**config.mk**
```make
export PLATFORM = sky130hd
export DESIGN_NAME = seq_multdiv_unit
export DESIGN_NICKNAME = d
export VERILOG_FILES = /design/src/rtl/seq_multdiv_unit.sv
export SDC_FILE = /design/constraint.sdc
export NUM_CORES = 1
export LEC_CHECK = 0
export BUFFER_PORTS_ARGS = -buffer_cell sky130_fd_sc_hd__buf_2
export CAP_MARGIN = 15
export CORE_MARGIN = 2
export CORE_UTILIZATION = 50
export CTS_CLUSTER_DIAMETER = 120
export DETAILED_ROUTE_END_ITERATION = 10
export PLACE_DENSITY = 0.78
export SYNTH_ARGS = -nofsm -noshare
export SYNTH_HDL_FRONTEND = slang
export SYNTH_SLANG_ARGS = --single-unit
```
**constraint.sdc**
```tcl
create_clock -name clock -period 7.94 [get_ports clock]
set_clock_uncertainty 0.05 [all_clocks]
set_input_delay 0.794 -clock clock [delete_from_list [all_inputs] [get_ports clock]]
set_output_delay 0.794 -clock clock [all_outputs]
set_load 0.02 [all_outputs]
```
**src/rtl/seq_multdiv_unit.sv**
```systemverilog
`timescale 1ns/1ps
`default_nettype none
// +----------------------------------------------------------------------------+
// | Module     : seq_multdiv_unit                                              |
// | Description: Iterative signed multiply (radix-2 Booth) / divide (restoring)|
// |              unit, one iteration per clock, start/ready handshake.         |
// | Revision   : 1.0 - initial release                                         |
// +----------------------------------------------------------------------------+
module seq_multdiv_unit #(
  parameter int WIDTH = 32
) (
  input  logic             clock,
  input  logic             reset,
  input  logic [WIDTH-1:0] data_operandA,
  input  logic [WIDTH-1:0] data_operandB,
  input  logic             ctrl_MULT,
  input  logic             ctrl_DIV,
  output logic [WIDTH-1:0] data_result,
  output logic             data_exception,
  output logic             data_resultRDY,
  output logic             ctrl_busy
);

  localparam int                 c_CNT_W = $clog2(WIDTH + 1);
  localparam logic [c_CNT_W-1:0] c_LAST  = c_CNT_W'(WIDTH - 1);
  localparam logic [c_CNT_W-1:0] c_ONE   = c_CNT_W'(1);

  typedef enum logic [1:0] {
    S_IDLE = 2'd0,
    S_RUN  = 2'd1,
    S_DONE = 2'd2
  } state_t;

  state_t r_state;
  state_t w_state_next;

  logic               r_is_mult;
  logic [c_CNT_W-1:0] r_cnt;
  logic               r_div_zero;
  logic               r_div_ovf;
  logic               r_neg;

  // Booth accumulator: {hi[WIDTH:0], lo[WIDTH-1:0], q_-1}; hi carries one
  // guard bit so that subtracting the most-negative multiplicand cannot wrap.
  logic [2*WIDTH+1:0] r_acc;
  logic [WIDTH:0]     r_mcand;
  logic [WIDTH-1:0]   r_rem;
  logic [WIDTH-1:0]   r_quo;
  logic [WIDTH-1:0]   r_divisor;

  logic               w_start;
  logic               w_finish;
  logic [WIDTH:0]     w_booth_hi;
  logic [2*WIDTH+1:0] w_acc_next;
  logic [2*WIDTH-1:0] w_product;
  logic               w_mul_ovf;
  logic [WIDTH:0]     w_r_shift;
  logic               w_ge;
  logic [WIDTH-1:0]   w_diff;
  logic [WIDTH-1:0]   w_rem_next;
  logic [WIDTH-1:0]   w_quo_next;
  logic [WIDTH-1:0]   w_quo_signed;
  logic [WIDTH-1:0]   w_abs_a;
  logic [WIDTH-1:0]   w_abs_b;

  assign w_start  = (r_state != S_RUN) && (ctrl_MULT || ctrl_DIV);
  assign w_finish = (r_state == S_RUN) &&
                    ((r_cnt == c_LAST) || (!r_is_mult && r_div_zero));

  assign w_abs_a = data_operandA[WIDTH-1] ? -data_operandA : data_operandA;
  assign w_abs_b = data_operandB[WIDTH-1] ? -data_operandB : data_operandB;

  always_comb begin
    w_booth_hi = r_acc[2*WIDTH+1:WIDTH+1];
    case (r_acc[1:0])
      2'b01:   w_booth_hi = r_acc[2*WIDTH+1:WIDTH+1] + r_mcand;
      2'b10:   w_booth_hi = r_acc[2*WIDTH+1:WIDTH+1] - r_mcand;
      default: w_booth_hi = r_acc[2*WIDTH+1:WIDTH+1];
    endcase
  end

  assign w_acc_next = {w_booth_hi[WIDTH], w_booth_hi, r_acc[WIDTH:1]};
  assign w_product  = w_acc_next[2*WIDTH:1];
  assign w_mul_ovf  = !((&w_product[2*WIDTH-1:WIDTH-1]) ||
                        (~|w_product[2*WIDTH-1:WIDTH-1]));

  // Remainder stays below the divisor, so WIDTH bits hold it after each step.
  assign w_r_shift    = {r_rem, r_quo[WIDTH-1]};
  assign w_ge         = (w_r_shift >= {1'b0, r_divisor});
  assign w_diff       = w_r_shift[WIDTH-1:0] - r_divisor;
  assign w_rem_next   = w_ge ? w_diff : w_r_shift[WIDTH-1:0];
  assign w_quo_next   = {r_quo[WIDTH-2:0], w_ge};
  assign w_quo_signed = r_neg ? -w_quo_next : w_quo_next;

  always_ff @(posedge clock) begin
    if (!reset) begin
      r_state <= S_IDLE;
    end else begin
      r_state <= w_state_next;
    end
  end

  always_comb begin
    w_state_next   = r_state;
    data_resultRDY = 1'b0;
    ctrl_busy      = 1'b0;
    case (r_state)
      S_IDLE: if (w_start) w_state_next = S_RUN;
      S_RUN: begin
        ctrl_busy = 1'b1;
        if (w_finish) w_state_next = S_DONE;
      end
      S_DONE: begin
        data_resultRDY = 1'b1;
        w_state_next   = w_start ? S_RUN : S_IDLE;
      end
      default: w_state_next = S_IDLE;
    endcase
  end

  always_ff @(posedge clock) begin
    if (!reset) begin
      r_is_mult      <= 1'b0;
      r_cnt          <= '0;
      r_div_zero     <= 1'b0;
      r_div_ovf      <= 1'b0;
      r_neg          <= 1'b0;
      r_acc          <= '0;
      r_mcand        <= '0;
      r_rem          <= '0;
      r_quo          <= '0;
      r_divisor      <= '0;
      data_result    <= '0;
      data_exception <= 1'b0;
    end else if (w_start) begin
      r_is_mult  <= ctrl_MULT;
      r_cnt      <= '0;
      r_div_zero <= (data_operandB == '0);
      r_div_ovf  <= (data_operandA == {1'b1, {(WIDTH-1){1'b0}}}) &&
                    (data_operandB == {WIDTH{1'b1}});
      r_neg      <= data_operandA[WIDTH-1] ^ data_operandB[WIDTH-1];
      r_acc      <= {{(WIDTH+1){1'b0}}, data_operandB, 1'b0};
      r_mcand    <= {data_operandA[WIDTH-1], data_operandA};
      r_rem      <= '0;
      r_quo      <= w_abs_a;
      r_divisor  <= w_abs_b;
    end else if (r_state == S_RUN) begin
      r_cnt <= r_cnt + c_ONE;
      if (r_is_mult) begin
        r_acc <= w_acc_next;
      end else begin
        r_rem <= w_rem_next;
        r_quo <= w_quo_next;
      end
      if (w_finish) begin
        if (r_is_mult) begin
          data_result    <= w_product[WIDTH-1:0];
          data_exception <= w_mul_ovf;
        end else if (r_div_zero) begin
          data_result    <= '0;
          data_exception <= 1'b1;
        end else begin
          data_result    <= w_quo_signed;
          data_exception <= r_div_ovf;
        end
      end
    end
  end

endmodule
`default_nettype wire

```
==> results.json <==
{
  "rr_endpoint": "data_exception",
  "synth_area_leaders": "dfxtp_1, nand2_1, xnor2_1, ha_1, nor2_1",
  "p_int_mw": 2.49,
  "start_kind": "flip-flop",
  "critical_path.cell_chain": "or3_1 -> nor4_1 -> nand2_1 -> nor2_1 -> a31oi_1 -> xnor2_1 -> ha_1 -> a21o_1 -> o21bai_1 -> or4b_1 -> a311oi_1 -> a21oi_1 -> o211ai_1 -> nand4b_1 -> or4_1 -> nor4_2 -> nor2_1",
  "place_inst": 2598,
  "initial_core_util": 0.506,
  "grt_setup_unrepaired": "false",
  "ys_async_sr_fraction": 0,
  "design.core.area_mm2": 0.0325,
  "gp_routability_congestion": 0.982,
  "synth.avg_cell_area_um2": 7.54,
  "dieArea_mm2": 0.0343,
  "cts_setup_buffers": 0,
  "area_growth_pct": 9.84,
  "cts_root_buf": "clkbuf_16",
  "p_total_mw": 3.75,
  "netlist_instances": 2179,
  "whs_ps": 414,
  "cts_made_buffers": 28,
  "drt_iter0_drc": 1627,
  "setup-violations-final": 0,
  "grt_pass1_wl_mm": 80.1,
  "placementRows": 66,
  "antenna_found_initial": 2,
  "tightest_slew_ps": 1160,
  "p_sw_mw": 1.26,
  "drc": 0,
  "drive_above_1_share": 0.0975,
  "cts_tree": "built",
  "hold_path_depth": 2,
  "drv_cap": 0,
  "die_w_um": 185,
  "fin_setup_tns_ps": 0,
  "yosysSeqAreaShare": 0.290,
  "finalNonFillerCells": 2649,
  "synth_cell_types": 97,
  "wl_per_cell_um": 19.1,
  "synth_ff_type": "dfxtp_1",
  "slew_violations": 0,
  "synth_warnings": 0,
  "grt_pass1_vias": 15200,
  "vias": 16600,
  "p_seq_frac": 0.362,
  "synthTopCellsByCount": "nand2_1, dfxtp_1, nor2_1",
  "htreeDepth": 1,
  "via_per_inst": 6.26,
  "p_sw_frac": 0.336,
  "power_density_mw_per_mm2": 208,
  "cts_hold_buf": 0,
  "synth-edff-count": 0,
  "path_class": "flip-flop to flip-flop",
  "detailed_place_hpwl_mm": 36.4,
  "min_from": "r_divisor[0]",
  "post_cts_resized": 0,
  "status": "finished, final reports clean",
  "crit_slowest_cell": "or4b_1",
  "grt-ovfl-total": 0,
  "clock_path_buffers": 3,
  "clock_power_share": 0.365,
  "power_frac_comb": 0.273,
  "post-route-period-util": 0.683,
  "cts.sinks": 238,
  "drtPass1Iterations": 7,
  "fmaxAchievable_mhz": 184,
  "hp-class": "flip-flop to flip-flop",
  "yosysMostFrequentCell": "nand2_1",
  "fin_crit_ps": 5420,
  "worstSkewPairLatency_ps": 560,
  "die_y_um": 185,
  "critPathMaxStageDelay_ps": 590,
  "synthesis.nets": 2320,
  "relSlewSlack": 0.223,
  "r2r_slack_ps": 2520,
  "track_usage": 0.288,
  "grt_max_degree": 101,
  "worstPathMaxFanout": 6,
  "syn-cell-area_mm2": 0.0164,
  "clk_pin_slew_ps": 60,
  "power.leakage_nw": 6.96,
  "routed_wirelength_mm": 50.6,
  "cp_data_required_time_ps": 8340,
  "irDropWorstVdd_mv": 0.164,
  "synth-seq-cells": 238,
  "reg2reg_depth": 17,
  "io_pins": 103,
  "hold_viol_final": 0,
  "netlist.area_leader.share": 0.290,
  "io_buffers": 102,
  "nets": 2329,
  "critPathMostFrequentCell": "nor2_1",
  "endpoint_kind": "flip-flop",
  "synth_top_area_cell": "dfxtp_1",
  "ant_nets": 0,
  "crit_arrival_ps": 5820,
  "hold_end": "r_divisor[0]",
  "r2r-start": "r_mcand[2]"
}
[layer usage]
metal  vias up  GRT usage  part of all wire
met1      7860      0.384              0.43
li1       7899          -                 -
met5         -          0           0.00026
met4         2      0.123             0.043
met2       671      0.460              0.45
met3       145     0.0456             0.074
[state kept, by name, summed over array words and instances (netlist names)]
signal and count:
r_rem 32, r_quo 32, data_result 32, r_div_ovf 1, r_mcand 32, r_is_mult 1, r_div_zero 1, r_cnt 6
r_divisor 32, data_exception 1, r_state 2, r_acc 65, r_neg 1
[logic make-up (layout without fill, tap and decap cells)]
| logic type | Yosys count | in the layout | share of synthesized area |
|---|---|---|---|
| compound gates | 654 | 654 | 0.271 |
| xor+xnor | 151 | 151 | 0.0805 |
| fa+ha+maj | 73 | 73 | 0.0565 |
| buf+inv | 223 | 250 | 0.0566 |
| flops | 238 | 238 | 0.290 |
| mux | 18 | 18 | 0.0111 |
| other cells | 0 | 1 | 0 |
| simple gates | 822 | 822 | 0.234 |
[worst max-delay path: cells and delay by family, from the launching register on]
family                   cells  cell delay [ps]
AO/OA/AOI/OAI                6             1180
XOR/XNOR                     1              250
adder cells (fa/ha/maj)      1              350
flip-flops                   1              350
AND/OR/NAND/NOR              9             3130
[worst max path at each step]
stage / slack (ps) / end / start
floorplan: 3370 / data_exception / r_mcand[2]
global placement: 2760 / data_exception / r_mcand[2]
detailed placement: 2570 / data_exception / r_mcand[2]
CTS: 2550 / data_exception / r_mcand[2]
global route: 2060 / data_exception / r_mcand[2]
finish: 2520 / data_exception / r_mcand[2]
[metrics by stage]
stage	util	area (um2)	setup slack (ps)
after floorplan	-	16400	3370
after CTS	0.555	18000	2550
after detailed placement	0.525	17100	2570
after global routing	0.556	18100	2060
final	0.556	18100	2520
after global placement	0.525	17100	2760
[power groups by stage]
stage	Combinational (mW)	Clock, mW	Sequential (mW)
global route	1.13	1.43	1.36
detailed placement	0.994	0	1.38
floorplan	0.784	0	1.34
finish	1.02	1.37	1.36
CTS	1.00	1.38	1.35
global placement	0.975	0	1.37
[layout by cell type (no fill, tap or decap), types with 7 or more instances in the layout]
cell type and instances:
buf_4 19, o211a_1 17, o21a_1 21, dfxtp_1 238, o211ai_1 19, nor2_1 209, nand3_1 49, o41ai_1 10
o21ai_0 109, and2_1 7, mux2i_1 16, o21ai_1 11, o31ai_1 38, o21bai_1 9, a21boi_0 34, nand2_1 293
a22oi_1 32, xor2_1 43, a211oi_1 70, xnor2_1 108, inv_1 76, nand4_1 35, clkbuf_16 29, a311oi_1 22
and3_1 10, a31oi_1 15, or4_1 11, a21oi_1 147, nor3_1 79, nor4b_1 9, nand2b_1 20, nor2b_1 14
ha_1 71, a21o_1 22, nor4_1 17, buf_2 102, a221oi_1 21, or3_1 26
[final cells by class]
type	count	area, um2
diodes	1	2.50
clock buffers	40	817
multi-input cells	1718	10800
well taps	442	553
fillers	3052	14400
flip-flops and latches	238	4760
clock inverters	8	148
repair buffers	123	688
inverters	79	297
No activity file was read; power rests on OpenSTA's default activity.
